## src/rtl/seg_disp_pkg.sv

```systemverilog
// Shared constants and helpers for the multiplexed 7-segment driver.
//   SEG_*      active-high font patterns, bit order {g,f,e,d,c,b,a}
//   seg_font   BCD code -> pattern (codes 10-15 render blank)
//   pow10      10**n, used for the overflow threshold at elaboration
//   clog2      ceil(log2(n)), never below 1 so it can size a vector
package seg_disp_pkg;

  localparam logic [6:0] SEG_0     = 7'b0111111;
  localparam logic [6:0] SEG_1     = 7'b0000110;
  localparam logic [6:0] SEG_2     = 7'b1011011;
  localparam logic [6:0] SEG_3     = 7'b1001111;
  localparam logic [6:0] SEG_4     = 7'b1100110;
  localparam logic [6:0] SEG_5     = 7'b1101101;
  localparam logic [6:0] SEG_6     = 7'b1111101;
  localparam logic [6:0] SEG_7     = 7'b0000111;
  localparam logic [6:0] SEG_8     = 7'b1111111;
  localparam logic [6:0] SEG_9     = 7'b1101111;
  localparam logic [6:0] SEG_DASH  = 7'b1000000;
  localparam logic [6:0] SEG_BLANK = 7'b0000000;

  function automatic logic [6:0] seg_font(input logic [3:0] d);
    case (d)
      4'd0:    return SEG_0;
      4'd1:    return SEG_1;
      4'd2:    return SEG_2;
      4'd3:    return SEG_3;
      4'd4:    return SEG_4;
      4'd5:    return SEG_5;
      4'd6:    return SEG_6;
      4'd7:    return SEG_7;
      4'd8:    return SEG_8;
      4'd9:    return SEG_9;
      default: return SEG_BLANK;
    endcase
  endfunction

  function automatic longint unsigned pow10(input int unsigned n);
    longint unsigned r = 1;
    for (int unsigned i = 0; i < n; i++) r = r * 10;
    return r;
  endfunction

  function automatic int unsigned clog2(input longint unsigned n);
    int unsigned     r = 0;
    longint unsigned v = 1;
    while (v < n) begin
      v = v << 1;
      r++;
    end
    return (r == 0) ? 1 : r;
  endfunction

endpackage

```

## src/rtl/bin2bcd_seq.sv

```systemverilog
// Sequential shift-add-3 binary to BCD converter, one bit per cycle.
//   CLK, reset  clock, async active-high reset (aborts a conversion)
//   start       begin conversion of value (honoured only while idle)
//   value       BIN_W-bit binary input
//   busy        conversion in progress, BIN_W cycles from the start edge
//   done        one-cycle pulse in the cycle after the result lands in bcd
//   finish      combinational, high during the last conversion cycle
//   bcd         result register, N_DIGITS BCD digits (upper digits beyond
//               N_DIGITS are dropped; the lower digits stay exact)
module bin2bcd_seq
  import seg_disp_pkg::*;
#(
  parameter int unsigned BIN_W    = 14,
  parameter int unsigned N_DIGITS = 4
) (
  input  logic                  CLK,
  input  logic                  reset,
  input  logic                  start,
  input  logic [BIN_W-1:0]      value,
  output logic                  busy,
  output logic                  done,
  output logic                  finish,
  output logic [4*N_DIGITS-1:0] bcd
);

  localparam int unsigned BCD_W = 4 * N_DIGITS;
  localparam int unsigned CW    = clog2(BIN_W + 1);

  logic [BIN_W-1:0] shreg;
  logic [BCD_W-1:0] acc;
  logic [BCD_W-1:0] acc_adj;
  logic [BCD_W-1:0] acc_next;
  logic [CW-1:0]    cnt;

  always_comb begin
    acc_adj = acc;
    for (int unsigned i = 0; i < N_DIGITS; i++) begin
      if (acc[4*i +: 4] >= 4'd5) acc_adj[4*i +: 4] = acc[4*i +: 4] + 4'd3;
    end
    acc_next = {acc_adj[BCD_W-2:0], shreg[BIN_W-1]};
  end

  assign finish = busy && (cnt == CW'(1));

  always_ff @(posedge CLK or posedge reset) begin
    if (reset) begin
      shreg <= '0;
      acc   <= '0;
      cnt   <= '0;
      busy  <= 1'b0;
      done  <= 1'b0;
      bcd   <= '0;
    end else begin
      done <= 1'b0;
      if (busy) begin
        acc   <= acc_next;
        shreg <= shreg << 1;
        cnt   <= cnt - CW'(1);
        if (finish) begin
          busy <= 1'b0;
          done <= 1'b1;
          bcd  <= acc_next;
        end
      end else if (start) begin
        shreg <= value;
        acc   <= '0;
        cnt   <= CW'(BIN_W);
        busy  <= 1'b1;
      end
    end
  end

endmodule

```

## src/rtl/seg_disp_mux_bcd.sv

```systemverilog
// Multiplexed 7-segment display driver with sequential BCD conversion.
//   CLK, reset  100 MHz clock, async active-high reset
//   value       binary value to display, captured by load while !busy
//   dp_mask     decimal point enables, bit 0 = rightmost digit
//   load        capture request
//   busy        conversion running, load ignored
//   done        one-cycle pulse when the new value becomes displayed
//   overflow    displayed value >= 10**N_DIGITS (all digits show dashes)
//   digits      anode enables, bit i = digit i
//   segments    cathodes {g,f,e,d,c,b,a}
//   dp          decimal point cathode
module seg_disp_mux_bcd
  import seg_disp_pkg::*;
#(
  parameter int unsigned N_DIGITS        = 4,
  parameter int unsigned BIN_W           = 14,
  parameter int unsigned TICKS_PER_DIGIT = 262144,
  parameter int unsigned ACTIVE_LOW      = 1,
  parameter int unsigned BLANK_LZ        = 1
) (
  input  logic                CLK,
  input  logic                reset,
  input  logic [BIN_W-1:0]    value,
  input  logic [N_DIGITS-1:0] dp_mask,
  input  logic                load,
  output logic                busy,
  output logic                done,
  output logic                overflow,
  output logic [N_DIGITS-1:0] digits,
  output logic [6:0]          segments,
  output logic                dp
);

  localparam longint unsigned OVF_LIM  = pow10(N_DIGITS);
  localparam int unsigned     TW       = clog2(TICKS_PER_DIGIT);
  localparam int unsigned     IW       = clog2(N_DIGITS);
  localparam logic [TW-1:0]   TICK_MAX = TW'(TICKS_PER_DIGIT - 1);
  localparam logic [IW-1:0]   IDX_MAX  = IW'(N_DIGITS - 1);
  localparam logic            POL      = (ACTIVE_LOW != 0);

  logic                  start;
  logic                  conv_finish;
  logic [4*N_DIGITS-1:0] bcd_disp;
  logic [N_DIGITS-1:0]   dp_pend, dp_disp;
  logic                  ovf_pend, ovf_disp;
  logic [TW-1:0]         tick;
  logic [IW-1:0]         idx;

  assign start = load && !busy;

  // Display BCD lives in the converter's result register; dp and overflow
  // are staged here and committed on the converter's last cycle so all
  // three change on the same edge.
  bin2bcd_seq #(
    .BIN_W   (BIN_W),
    .N_DIGITS(N_DIGITS)
  ) u_conv (
    .CLK   (CLK),
    .reset (reset),
    .start (start),
    .value (value),
    .busy  (busy),
    .done  (done),
    .finish(conv_finish),
    .bcd   (bcd_disp)
  );

  always_ff @(posedge CLK or posedge reset) begin
    if (reset) begin
      dp_pend  <= '0;
      ovf_pend <= 1'b0;
      dp_disp  <= '0;
      ovf_disp <= 1'b0;
    end else begin
      if (start) begin
        dp_pend  <= dp_mask;
        ovf_pend <= (64'(value) >= OVF_LIM);
      end
      if (conv_finish) begin
        dp_disp  <= dp_pend;
        ovf_disp <= ovf_pend;
      end
    end
  end

  assign overflow = ovf_disp;

  always_ff @(posedge CLK or posedge reset) begin
    if (reset) begin
      tick <= '0;
      idx  <= '0;
    end else if (tick == TICK_MAX) begin
      tick <= '0;
      idx  <= (idx == IDX_MAX) ? '0 : idx + IW'(1);
    end else begin
      tick <= tick + TW'(1);
    end
  end

  logic [3:0]          cur_digit;
  logic                cur_dp;
  logic                upper_nz;
  logic                blank;
  logic [N_DIGITS-1:0] an_next;
  logic [6:0]          seg_next;
  logic                dp_next;

  always_comb begin
    cur_digit = '0;
    cur_dp    = 1'b0;
    upper_nz  = 1'b0;
    for (int unsigned i = 0; i < N_DIGITS; i++) begin
      if (IW'(i) == idx) begin
        cur_digit = bcd_disp[4*i +: 4];
        cur_dp    = dp_disp[i];
      end
      if (IW'(i) >= idx && bcd_disp[4*i +: 4] != 4'd0) upper_nz = 1'b1;
    end
    blank = (BLANK_LZ != 0) && !ovf_disp && (idx != '0) && !upper_nz;
    for (int unsigned i = 0; i < N_DIGITS; i++) begin
      an_next[i] = (IW'(i) == idx) && !blank;
    end
    if (ovf_disp)   seg_next = SEG_DASH;
    else if (blank) seg_next = SEG_BLANK;
    else            seg_next = seg_font(cur_digit);
    dp_next = !ovf_disp && !blank && cur_dp;
  end

  logic [N_DIGITS-1:0] an_q;
  logic [6:0]          seg_q;
  logic                dp_q;

  // Registered active-high; reset value 0 becomes "inactive" after the
  // polarity XOR regardless of ACTIVE_LOW.
  always_ff @(posedge CLK or posedge reset) begin
    if (reset) begin
      an_q  <= '0;
      seg_q <= '0;
      dp_q  <= 1'b0;
    end else begin
      an_q  <= an_next;
      seg_q <= seg_next;
      dp_q  <= dp_next;
    end
  end

  assign digits   = an_q ^ {N_DIGITS{POL}};
  assign segments = seg_q ^ {7{POL}};
  assign dp       = dp_q ^ POL;

endmodule
```

## config.mk

```make
export PLATFORM = sky130hd
export DESIGN_NAME = seg_disp_mux_bcd
export DESIGN_NICKNAME = d
export VERILOG_FILES = /design/src/rtl/seg_disp_pkg.sv /design/src/rtl/bin2bcd_seq.sv /design/src/rtl/seg_disp_mux_bcd.sv
export SDC_FILE = /design/constraint.sdc
export NUM_CORES = 1
export LEC_CHECK = 0
export CAP_MARGIN = 40
export CORE_MARGIN = 1
export CORE_UTILIZATION = 63
export DETAILED_ROUTE_END_ITERATION = 7
export PLACE_DENSITY_LB_ADDON = 0.25
export SLEW_MARGIN = 20
export SYNTH_ARGS = -nofsm -noshare
export SYNTH_HDL_FRONTEND = slang
export SYNTH_SLANG_ARGS = --single-unit
```

## constraint.sdc

```tcl
create_clock -name CLK -period 7 [get_ports CLK]
set_input_delay 1.4 -clock CLK [delete_from_list [all_inputs] [get_ports CLK]]
set_output_delay 1.4 -clock CLK [all_outputs]
set_load 0.005 [all_outputs]
```

==> results by group, run 1 <==
Global routing
  – Number of antenna violations at the first check in global routing: 0
  – Global-route wire length before repair: about 15000 um
  – Overall Global Routing Usage: about a quarter
  – GRT overflow: 0
  – Vias in the first global route: ~3.2k
  – Largest net degree at the start of global routing: 95

Critical path
  – CP Class: in -> reg
  – Crit-path cells: clkdlybuf4s50_1, buf_4, nor2b_1, mux2_2
  – Critical Path Max Stage Delay: roughly 0.48 ns
  – Setup slack, reg-to-reg: roughly 4.5 ns
  – Slowest-stage cell, CP: nor2b_1
  – Crit path DAT: about 3.1 ns
  – Family with the most delay on the worst path: buffers and inverters
  – Critical Path Sink Type: flip-flop
  – Type of origin of the critical path: input port
  – CP max FO: 30
  – CP Buf/Inv Count: 2
  – CP required: around 7.3 ns

Placement
  – Port buffer count: 35
  – Estimated wirelength of the detail-placed design: about 6000 um
  – Routability cong.: about 0.8

STA
  – Hold slack: between 0.4 and 0.5 ns
  – Setup TNS: 0 ns
  – Final slew viol count: 0
  – Final Skew: between 0.01 and 0.015 ns
  – Post-route clock period utilization: around two fifths
  – Unrepaired setup endpoints after global routing: false
  – Endpoints failing setup: 0
  – Highest Clock Rate: roughly 0.35 GHz
  – Fin. Hold Viols: 0
  – Slew headroom: about three fifths
  – Final Critical Period: 2.84 ns
  – Tightest Pin Transition: slightly below 0.6 ns

Floorplanning
  – Die Y-Extent: just under 90 um
  – IO Pins: 36
  – Starting density of the core: between 60% and 70%
  – Core footprint: approximately 7000 um2
  – Die Wd: 88 um
  – # rows: 30
  – Die Footprint: 7740 um2

Synth
  – Post-Synthesis Cells: approximately 460
  – Post-synthesis register bit count: 94
  – Area share of the largest cell type after synthesis: 50.5%
  – Top FF cell, synth: dfrtp_1
  – Sequential share of the synthesized area: between 50% and 60%
  – EDFF count, synth: 0
  – Top-count cell post-synth: dfrtp_1
  – Ys Warns: 0
  – Top cells by area, synth: dfrtp_1, ha_1, nand2_1
  – Syn Nets: ~510
  – Async SR Flop Fraction: 100%
  – Cell variety after synth: 51
  – Synth top cells by count: dfrtp_1, nand2_1, inv_1, o21ai_0, nor2_1
  – Synth Cell Area: 4660 um2
  – Syn Area/Cell: 10.1 um2
  – Yosys top cell by area: dfrtp_1

Final layout
  – # diodes: 0
  – Layout area overhead: 13.3%
  – Nets: 537
  – Share of layout cells above drive strength 1: between 7 and 8%
  – Layout fillers: approximately 500

Hold path
  – Min-Delay Path Class: reg -> reg

Clock tree
  – CTS resizes: 0
  – Clk buf depth: 2
  – Skew-Pair Late Insertion Delay: approximately 0.37 ns
  – Total CTS buffers: 9
  – Root buffer cell: clkbuf_8
  – CTS sink cnt: 94
  – Hold buffer count at CTS: 0
  – CTS tree: yes
  – H-tree depth: 3
  – Setup Fix Bufs, Post-CTS: 0
  – Clock-pin slew on the worst setup and hold paths: around 0.09 ns

Route
  – DR vias/cell: ~5.6
  – Via count: 3359
  – Starting DRT DRC Count: approximately 190
  – Final ANT Viol Nets: 0
  – Remaining DRCs: 0
  – Post-Route WL: between 8000 and 9000 um
  – Drt wl/cell: approximately 15 um
  – Pre-Repair DR Iteration Count: 6

Power
  – Power Total: ~0.0019 W
  – Maximum VDD drop: around 0.00020 V
  – Net Sw Frac: 36.8%
  – Pint: around 0.0012 W
  – Sequential power share: around 45%
  – Switching power total: between 0.0007 and 0.0008 W
  – Clock power share: between 10% and 20%
  – P_leak: about 2.5 nW
  – Gate power share: 38.2%
  – Power Density: around 360 nW/um2

Run status
  – Status: finished, final reports clean

Job
  – Max-Cap Viols: 0
==> cell type report <==
cell class / instances / area [um2] / area share, %
Timing Repair Buffer: 40 / 412 / 7.80
Tap cell: 96 / 120 / 2.28
Clock inverter: 5 / 35.0 / 0.664
Sequential cell: 94 / 2350 / 44.6
Multi-Input combinational cell: 316 / 2100 / 39.7
Inverter: 34 / 129 / 2.44
Clock buffer: 11 / 131 / 2.49
==> logic make-up after synthesis <==
| family | count (synthesis) | synth area share [%] |
|---|---|---|
| compound gates | 82 | 11.3 |
| xor+xnor | 20 | 3.76 |
| fa+ha+maj | 21 | 5.64 |
| buf+inv | 53 | 4.51 |
| flops | 94 | 50.5 |
| mux | 34 | 7.55 |
| simple gates | 159 | 16.8 |
==> metrics by stage <==
stage / utilization, % / std cells / instance area (um2) / worst slack [ns]
2_1_floorplan: - / 463 / 4660 / 3.15
3_5_place_dp: 72.8 / 579 / 5080 / 3.76
4_1_cts: 75.2 / 595 / 5250 / 4.15
5_1_grt: 75.6 / 596 / 5280 / 4.07
6_report: 75.6 / 596 / 5280 / 4.16
3_3_place_gp: 72.8 / 579 / 5080 / 3.87
==> flip-flops by register name, indices dropped and copies added, names as in the netlist, 2 cells and up <==
name / flops
u_conv.bcd: 16
tick: 18
u_conv.cnt: 4
dp_pend: 4
u_conv.shreg: 14
an_q: 4
dp_disp: 4
seg_q: 7
idx: 2
u_conv.acc: 16
==> routing by layer <==
metal	global-route usage, %	wire length (um)	share of wire, %	vias to the layer above
met2	42.4	4450	50	61
met5	0	0	0	-
met3	4.90	317	3.6	14
met4	8.20	97	1.1	0
met1	33.2	3960	45	1650
li1	-	-	-	1634
==> layout by cell type, fill, tap and decap left out, types with 5 or more instances in the layout <==
| master | instances |
|---|---|
| nor2b_1 | 8 |
| dfrtp_1 | 93 |
| ha_1 | 21 |
| o21ai_0 | 32 |
| clkdlybuf4s50_1 | 35 |
| a31oi_1 | 5 |
| clkbuf_8 | 9 |
| nand2_1 | 68 |
| nand3_1 | 6 |
| xnor2_1 | 17 |
| a21oi_1 | 20 |
| o31ai_1 | 5 |
| inv_1 | 31 |
| nor2_1 | 28 |
| nand2b_1 | 14 |
| mux2i_1 | 25 |
| mux2_2 | 9 |
==> power by group through the flow <==
stage	clock network (W)	logic (W)	registers, W
after floorplan	0	0.000554	0.000825
after global placement	0	0.000686	0.000861
after detailed placement	0	0.000731	0.000866
after CTS	0.000327	0.000733	0.000858
after global routing	0.000348	0.000832	0.000883
final	0.000321	0.000730	0.000860
==> path summary, 6_finish.rpt <==
| check | start | to | depth (start not counted) |
|---|---|---|---|
| max | load | dp_pend[3] | 4 |
| min | tick[17] | tick[17] | 1 |
| max reg2reg | idx[0] | seg_q[4] | 10 |
| min reg2reg | tick[17] | tick[17] | 1 |
| max in group asynchronous | reset | u_conv.acc[10] | 4 |
| min in group asynchronous | reset | u_conv.shreg[12] | 3 |
Note: power is estimated with default switching activity, not from simulation.
==> run 2: changes to the inputs <==
Settings changed: CORE_UTILIZATION 63 to 53.
Clock period 7 ns to 2.5 ns, I/O delays scaled along.
==> run 2 against run 1 <==
Against the previous run: via count down 1.5%; hold slack worse by 0.0061 ns; first-iteration DRC count down 17%; largest cell class unchanged.
==> results by group, run 2 (synthesized netlist as in run 1, its figures left out) <==
Clock tree
  – Clk buf depth: 2
  – Skew-Pair Late Insertion Delay: 0.38 ns
  – Total CTS buffers: 9
  – CTS tree: yes
  – Hold buffer count at CTS: 0
  – Clock-pin slew on the worst setup and hold paths: ~0.1 ns
  – CTS sink cnt: 94
  – H-tree depth: 3
  – Root buffer cell: clkbuf_8

Route
  – Remaining DRCs: 0
  – Met3 wire len: 238 um
  – Top Layer Used: met4
  – Met1 wire length: roughly 4200 um
  – Pre-Repair DR Iteration Count: 4
  – Drt wl/cell: approximately 14 um
  – Met2 WL: between 3000 and 4000 um
  – Post-Route WL: 8560 um
  – Via count: around 3.3k
  – Final ANT Viol Nets: 0
  – Starting DRT DRC Count: between 150 and 200
  – DR vias/cell: between 5 and 6

Final layout
  – Most frequent cells in the layout: dfrtp_1, nand2_1, clkdlybuf4s50_1
  – Commonest non-fill, non-tap cell in the layout: dfrtp_1
  – Layout fillers: 693
  – Biggest regs: tick (18), u_conv.acc (16), u_conv.bcd (16)
  – Nets: ~540
  – Max FFs per register: 18
  – # diodes: 0
  – Layout area overhead: 14.9%
  – Top reg by flops: tick
  – Share of layout cells above drive strength 1: under 10%

Critical path
  – CP Class: reg -> reg
  – Crit path DAT: between 2 and 3 ns
  – CP required: 2.76 ns
  – Critical Path Sink Type: flip-flop
  – Type of origin of the critical path: flip-flop
  – CP max FO: 7

Power
  – P_leak: between 2 and 3 nW
  – Maximum VDD drop: between 0.0005 and 0.0006 V
  – Power Density: between 1000 and 1500 nW/um2
  – Power Total: roughly 0.0054 W

STA
  – Final Skew: between 0.01 and 0.015 ns
  – Final slew viol count: 0
  – Fin. Hold Viols: 0
  – Final Critical Period: 2.37 ns
  – Setup TNS: 0 ns
  – Slew headroom: between 60% and 70%
  – Post-route clock period utilization: 94.8%
  – Highest Clock Rate: around 0.42 GHz
  – Endpoints failing setup: 0
  – Tightest Pin Transition: roughly 0.56 ns

Floorplanning
  – Die Y-Extent: approximately 96 um
  – # rows: 33
  – Die Footprint: slightly above 9000 um2
  – Core footprint: 8380 um2
  – Starting density of the core: approximately 56%
  – IO Pins: 36
  – Die Wd: roughly 96 um

Global routing
  – Largest net degree at the start of global routing: 95
  – Vias in the first global route: ~3.3k
  – Number of antenna violations at the first check in global routing: 0
  – Global-route wire length before repair: roughly 15000 um
  – GRT overflow: 0
  – Overall Global Routing Usage: 21.2%

Hold path
  – Min-Delay Path Class: reg -> reg

Run status
  – Status: finished, final reports clean

Job
  – Max-Cap Viols: 0

Placement
  – Port buffer count: 35
  – Estimated wirelength of the detail-placed design: about 6000 um
  – Routability cong.: about 0.9
[run 2: cell count changes in the layout (fill, tap and decap cells not counted), moves of 2 or more]
cell and delta:
clkbuf_1 -2, buf_4 +6, ha_2 +2, inv_8 +2
clkinv_2 -3, dfrtp_1 -2, ha_1 -2, dfrtp_2 +2
[run 2: path summary, 6_finish.rpt]
path / slack [ns] / to / cells past startpoint / from
worst max-delay path: 0.13 / seg_q[4] / 10 / idx[0]
worst min-delay path: 0.48 / tick[16] / 1 / tick[16]
worst max register to register: 0.13 / seg_q[4] / 10 / idx[0]
worst min register to register: 0.48 / tick[16] / 1 / tick[16]
max in group asynchronous: 1.51 / u_conv.busy / 3 / reset
min in group asynchronous: 0.59 / tick[5] / 3 / reset
[run 2: area by class of cell]
class	instances	area, um2	area share, %
clock buffer	9	124	2.31
clock inverter	7	72.6	1.36
multi-input combinational	316	2100	39.3
inverter	34	131	2.45
sequential	94	2360	44.0
tap	105	131	2.45
timing repair buffer	45	438	8.18
[run 2: repair_timing]
item	in CTS	in global routing
resized for setup	0	4
setup endpoints to repair	0	4
buffers inserted	0	1
[run 2: per-layer routing]
| metal | vias up | track usage, % |
|---|---|---|
| met4 | 0 | 6.97 |
| met2 | 40 | 33.8 |
| met1 | 1611 | 28.4 |
| met5 | - | 0 |
| li1 | 1645 | - |
| met3 | 11 | 5.29 |
[run 2: report_power, final]
| group | switching (W) | leakage, nW | internal (W) |
|---|---|---|---|
| combinational | 0.00101 | 1.23 | 0.00100 |
| clock | 0.000599 | 0.0966 | 0.000390 |
| sequential | 0.000408 | 1.19 | 0.00202 |
[run 2: critical path, stage by stage, from the launching register on]
cell      delay, ns
dfrtp_2        0.43
inv_1          0.08
ha_1           0.26
nor2b_2        0.19
a221o_1        0.31
o221ai_2       0.15
inv_1          0.14
ha_1           0.21
or2_2          0.30
o211ai_1       0.10
a21oi_1        0.09
[run 2: metrics by stage]
step	setup slack, ns	instances	instance area (um2)	util [%]	hold slack [ns]
6_report	0.129	610	5360	63.9	0.476
2_1_floorplan	0.267	463	4660	-	0.435
5_1_grt	-0.00574	610	5360	63.9	0.514
4_1_cts	0.0659	609	5340	63.7	0.483
3_5_place_dp	0.0690	593	5140	61.4	0.463
3_3_place_gp	0.226	593	5140	61.4	0.458
==> run 3: changes to the inputs <==
Settings changed: CELL_PAD_IN_SITES_DETAIL_PLACEMENT set to 1, CELL_PAD_IN_SITES_GLOBAL_PLACEMENT set to 2, CORE_UTILIZATION 53 to 38.
Clock period 2.5 ns to 2.6 ns, I/O delays scaled along.
==> run 3 against run 2 <==
Against the previous run: clock-buffer cell count grew 1; via count grew 0.64%; global-route usage shrank 3.4 points; hold slack is essentially flat; core utilization shrank 18 points; register-to-register slack gained 0.07 ns; sequential power shrank 3%; maximum frequency shrank 1.4%; clock skew shrank 0.0062 ns.
==> results by group, run 3 (synthesized netlist as in run 1, its figures left out) <==
Floorplanning
  – Die Wd: between 100 and 150 um
  – Starting density of the core: 39.0%
  – Core footprint: ~12000 um2
  – Die Y-Extent: ~110 um
  – Die Footprint: between 10000 and 15000 um2
  – IO Pins: 36
  – # rows: 40

Global routing
  – GRT overflow: 0
  – Largest net degree at the start of global routing: 95
  – Overall Global Routing Usage: 17.8%
  – Number of antenna violations at the first check in global routing: 0
  – Vias in the first global route: between 3k and 4k
  – Global-route wire length before repair: approximately 18000 um

Route
  – Starting DRT DRC Count: 89
  – Pre-Repair DR Iteration Count: 4
  – Via count: ~3.3k
  – Drt wl/cell: roughly 15 um
  – Final ANT Viol Nets: 0
  – Remaining DRCs: 0
  – DR vias/cell: slightly above 5
  – Post-Route WL: approximately 10000 um

STA
  – Post-route clock period utilization: just over 90%
  – Hold slack: 0.476 ns
  – Fin. Hold Viols: 0
  – Unrepaired setup endpoints after global routing: false
  – Endpoints failing setup: 0
  – Slew headroom: between 60% and 70%
  – Setup TNS: 0 ns
  – Final slew viol count: 0
  – Final Critical Period: between 2 and 2.5 ns
  – Final Skew: between 0.008 and 0.009 ns
  – Highest Clock Rate: slightly above 0.4 GHz
  – Tightest Pin Transition: between 0.5 and 0.6 ns

Critical path
  – Type of origin of the critical path: flip-flop
  – Worst reg2reg path depth: 8
  – CP Class: reg -> reg
  – CP required: approximately 2.9 ns
  – Critical Path Source: idx[0]
  – Critical Path Sink Type: flip-flop
  – Reg2reg start: idx[0]
  – CP max FO: 6
  – Setup slack, reg-to-reg: a little under 0.2 ns
  – Reg2reg end: seg_q[4]
  – Crit path DAT: 2.67 ns

Clock tree
  – Root buffer cell: clkbuf_16
  – Setup Fix Bufs, Post-CTS: 0
  – Skew-Pair Late Insertion Delay: 0.35 ns
  – Clk buf depth: 2
  – Hold buffer count at CTS: 0
  – CTS sink cnt: 94
  – Total CTS buffers: 9
  – Clock-pin slew on the worst setup and hold paths: about 0.06 ns
  – CTS tree: yes
  – H-tree depth: 3

Final layout
  – Top reg by flops: tick
  – # diodes: 0
  – Nets: ~540
  – Share of layout cells above drive strength 1: under 10%
  – End-of-flow core utilization: approximately 46%
  – Layout fillers: 1340
  – Post-Layout Cell Count: approximately 650
  – Layout area overhead: 18.0%
  – Register Area: around 2400 um2
  – Area of the multi-input gates: 2100 um2
  – Max FFs per register: 18
  – Commonest non-fill, non-tap cell in the layout: dfrtp_1
  – Biggest regs: tick (18), u_conv.acc (16), u_conv.bcd (16)
  – Most frequent cells in the layout: dfrtp_1, nand2_1, clkdlybuf4s50_1

Hold path
  – Worst hold path depth: 1
  – Worst min-delay path endpoint: tick[12]
  – Min-Delay Path Class: reg -> reg
  – Hold path startpoint: tick[12]

Power
  – Maximum VDD drop: 0.000444 V
  – Power Total: about 0.0056 W
  – Power Density: 1020 nW/um2
  – P_leak: 2.58 nW

Placement
  – Routability cong.: a little over 0.8
  – Port buffer count: 35
  – Estimated wirelength of the detail-placed design: 7210 um
  – DP Cell Count: about 640

Job
  – Max-Cap Viols: 0

Run status
  – Status: finished, final reports clean
[run 3: changes by cell type in the layout (fill, tap and decap cells not counted), moves of 2 or more]
cell / before / now
clkbuf_8: 9 / 1
inv_8: 2 / 0
dfrtp_1: 91 / 93
clkbuf_16: 0 / 9
clkinv_2: 0 / 2
dfrtp_2: 3 / 1
[run 3: timing repair]
action	CTS	global route
endpoints found under the hold margin	0	0
gates resized for setup	0	1
endpoints found under the setup margin	0	1
[run 3: worst max path at each step]
stage               end  slack [ns]  cells past startpoint
2_1_floorplan  seg_q[4]        0.37                     10
3_3_place_gp   seg_q[4]        0.31                      7
3_5_place_dp   seg_q[4]        0.21                      8
4_1_cts        seg_q[4]        0.18                      8
5_1_grt        seg_q[4]        0.01                      8
6_report       seg_q[4]        0.19                      8
[run 3: worst max-delay path, cell delays in order, from the launching register on]
cell and delay, ns:
dfrtp_1 0.44, inv_1 0.10, ha_1 0.22, or2_1 0.26, a221o_1 0.27, o211ai_1 0.21, ha_1 0.23, or3b_2 0.45
a21oi_1 0.14
[run 3: area by class of cell]
cell class,count,area share [%]
well taps,147,3.35
multi-input cells,316,38.2
flip-flops and latches,94,42.8
clock buffers,10,4.35
inverters,34,2.39
repair buffers,46,8.10
clock inverters,6,0.819
[run 3: metrics by stage]
step                      cell area (um2)  setup WS (ns)
after floorplan                      4660          0.367
after global placement               5210          0.306
after detailed placement             5210          0.207
after CTS                            5500          0.184
after global routing                 5500         0.0149
final                                5500          0.194
[run 3: per-layer routing]
| metal | wire [um] | part of all wire (%) | global-route usage [%] |
|---|---|---|---|
| met4 | 192 | 1.9 | 8.00 |
| met3 | 186 | 1.9 | 3.59 |
| met5 | 0 | 0 | 0 |
| met1 | 4820 | 48 | 23.5 |
| met2 | 4760 | 48 | 28.4 |
[run 3: where the power goes]
group          internal (W)  total (W)  switching [W]
Clock              0.000682    0.00127       0.000587
Sequential          0.00195    0.00236       0.000413
Combinational      0.000961    0.00196       0.000995
Total               0.00359    0.00559        0.00200
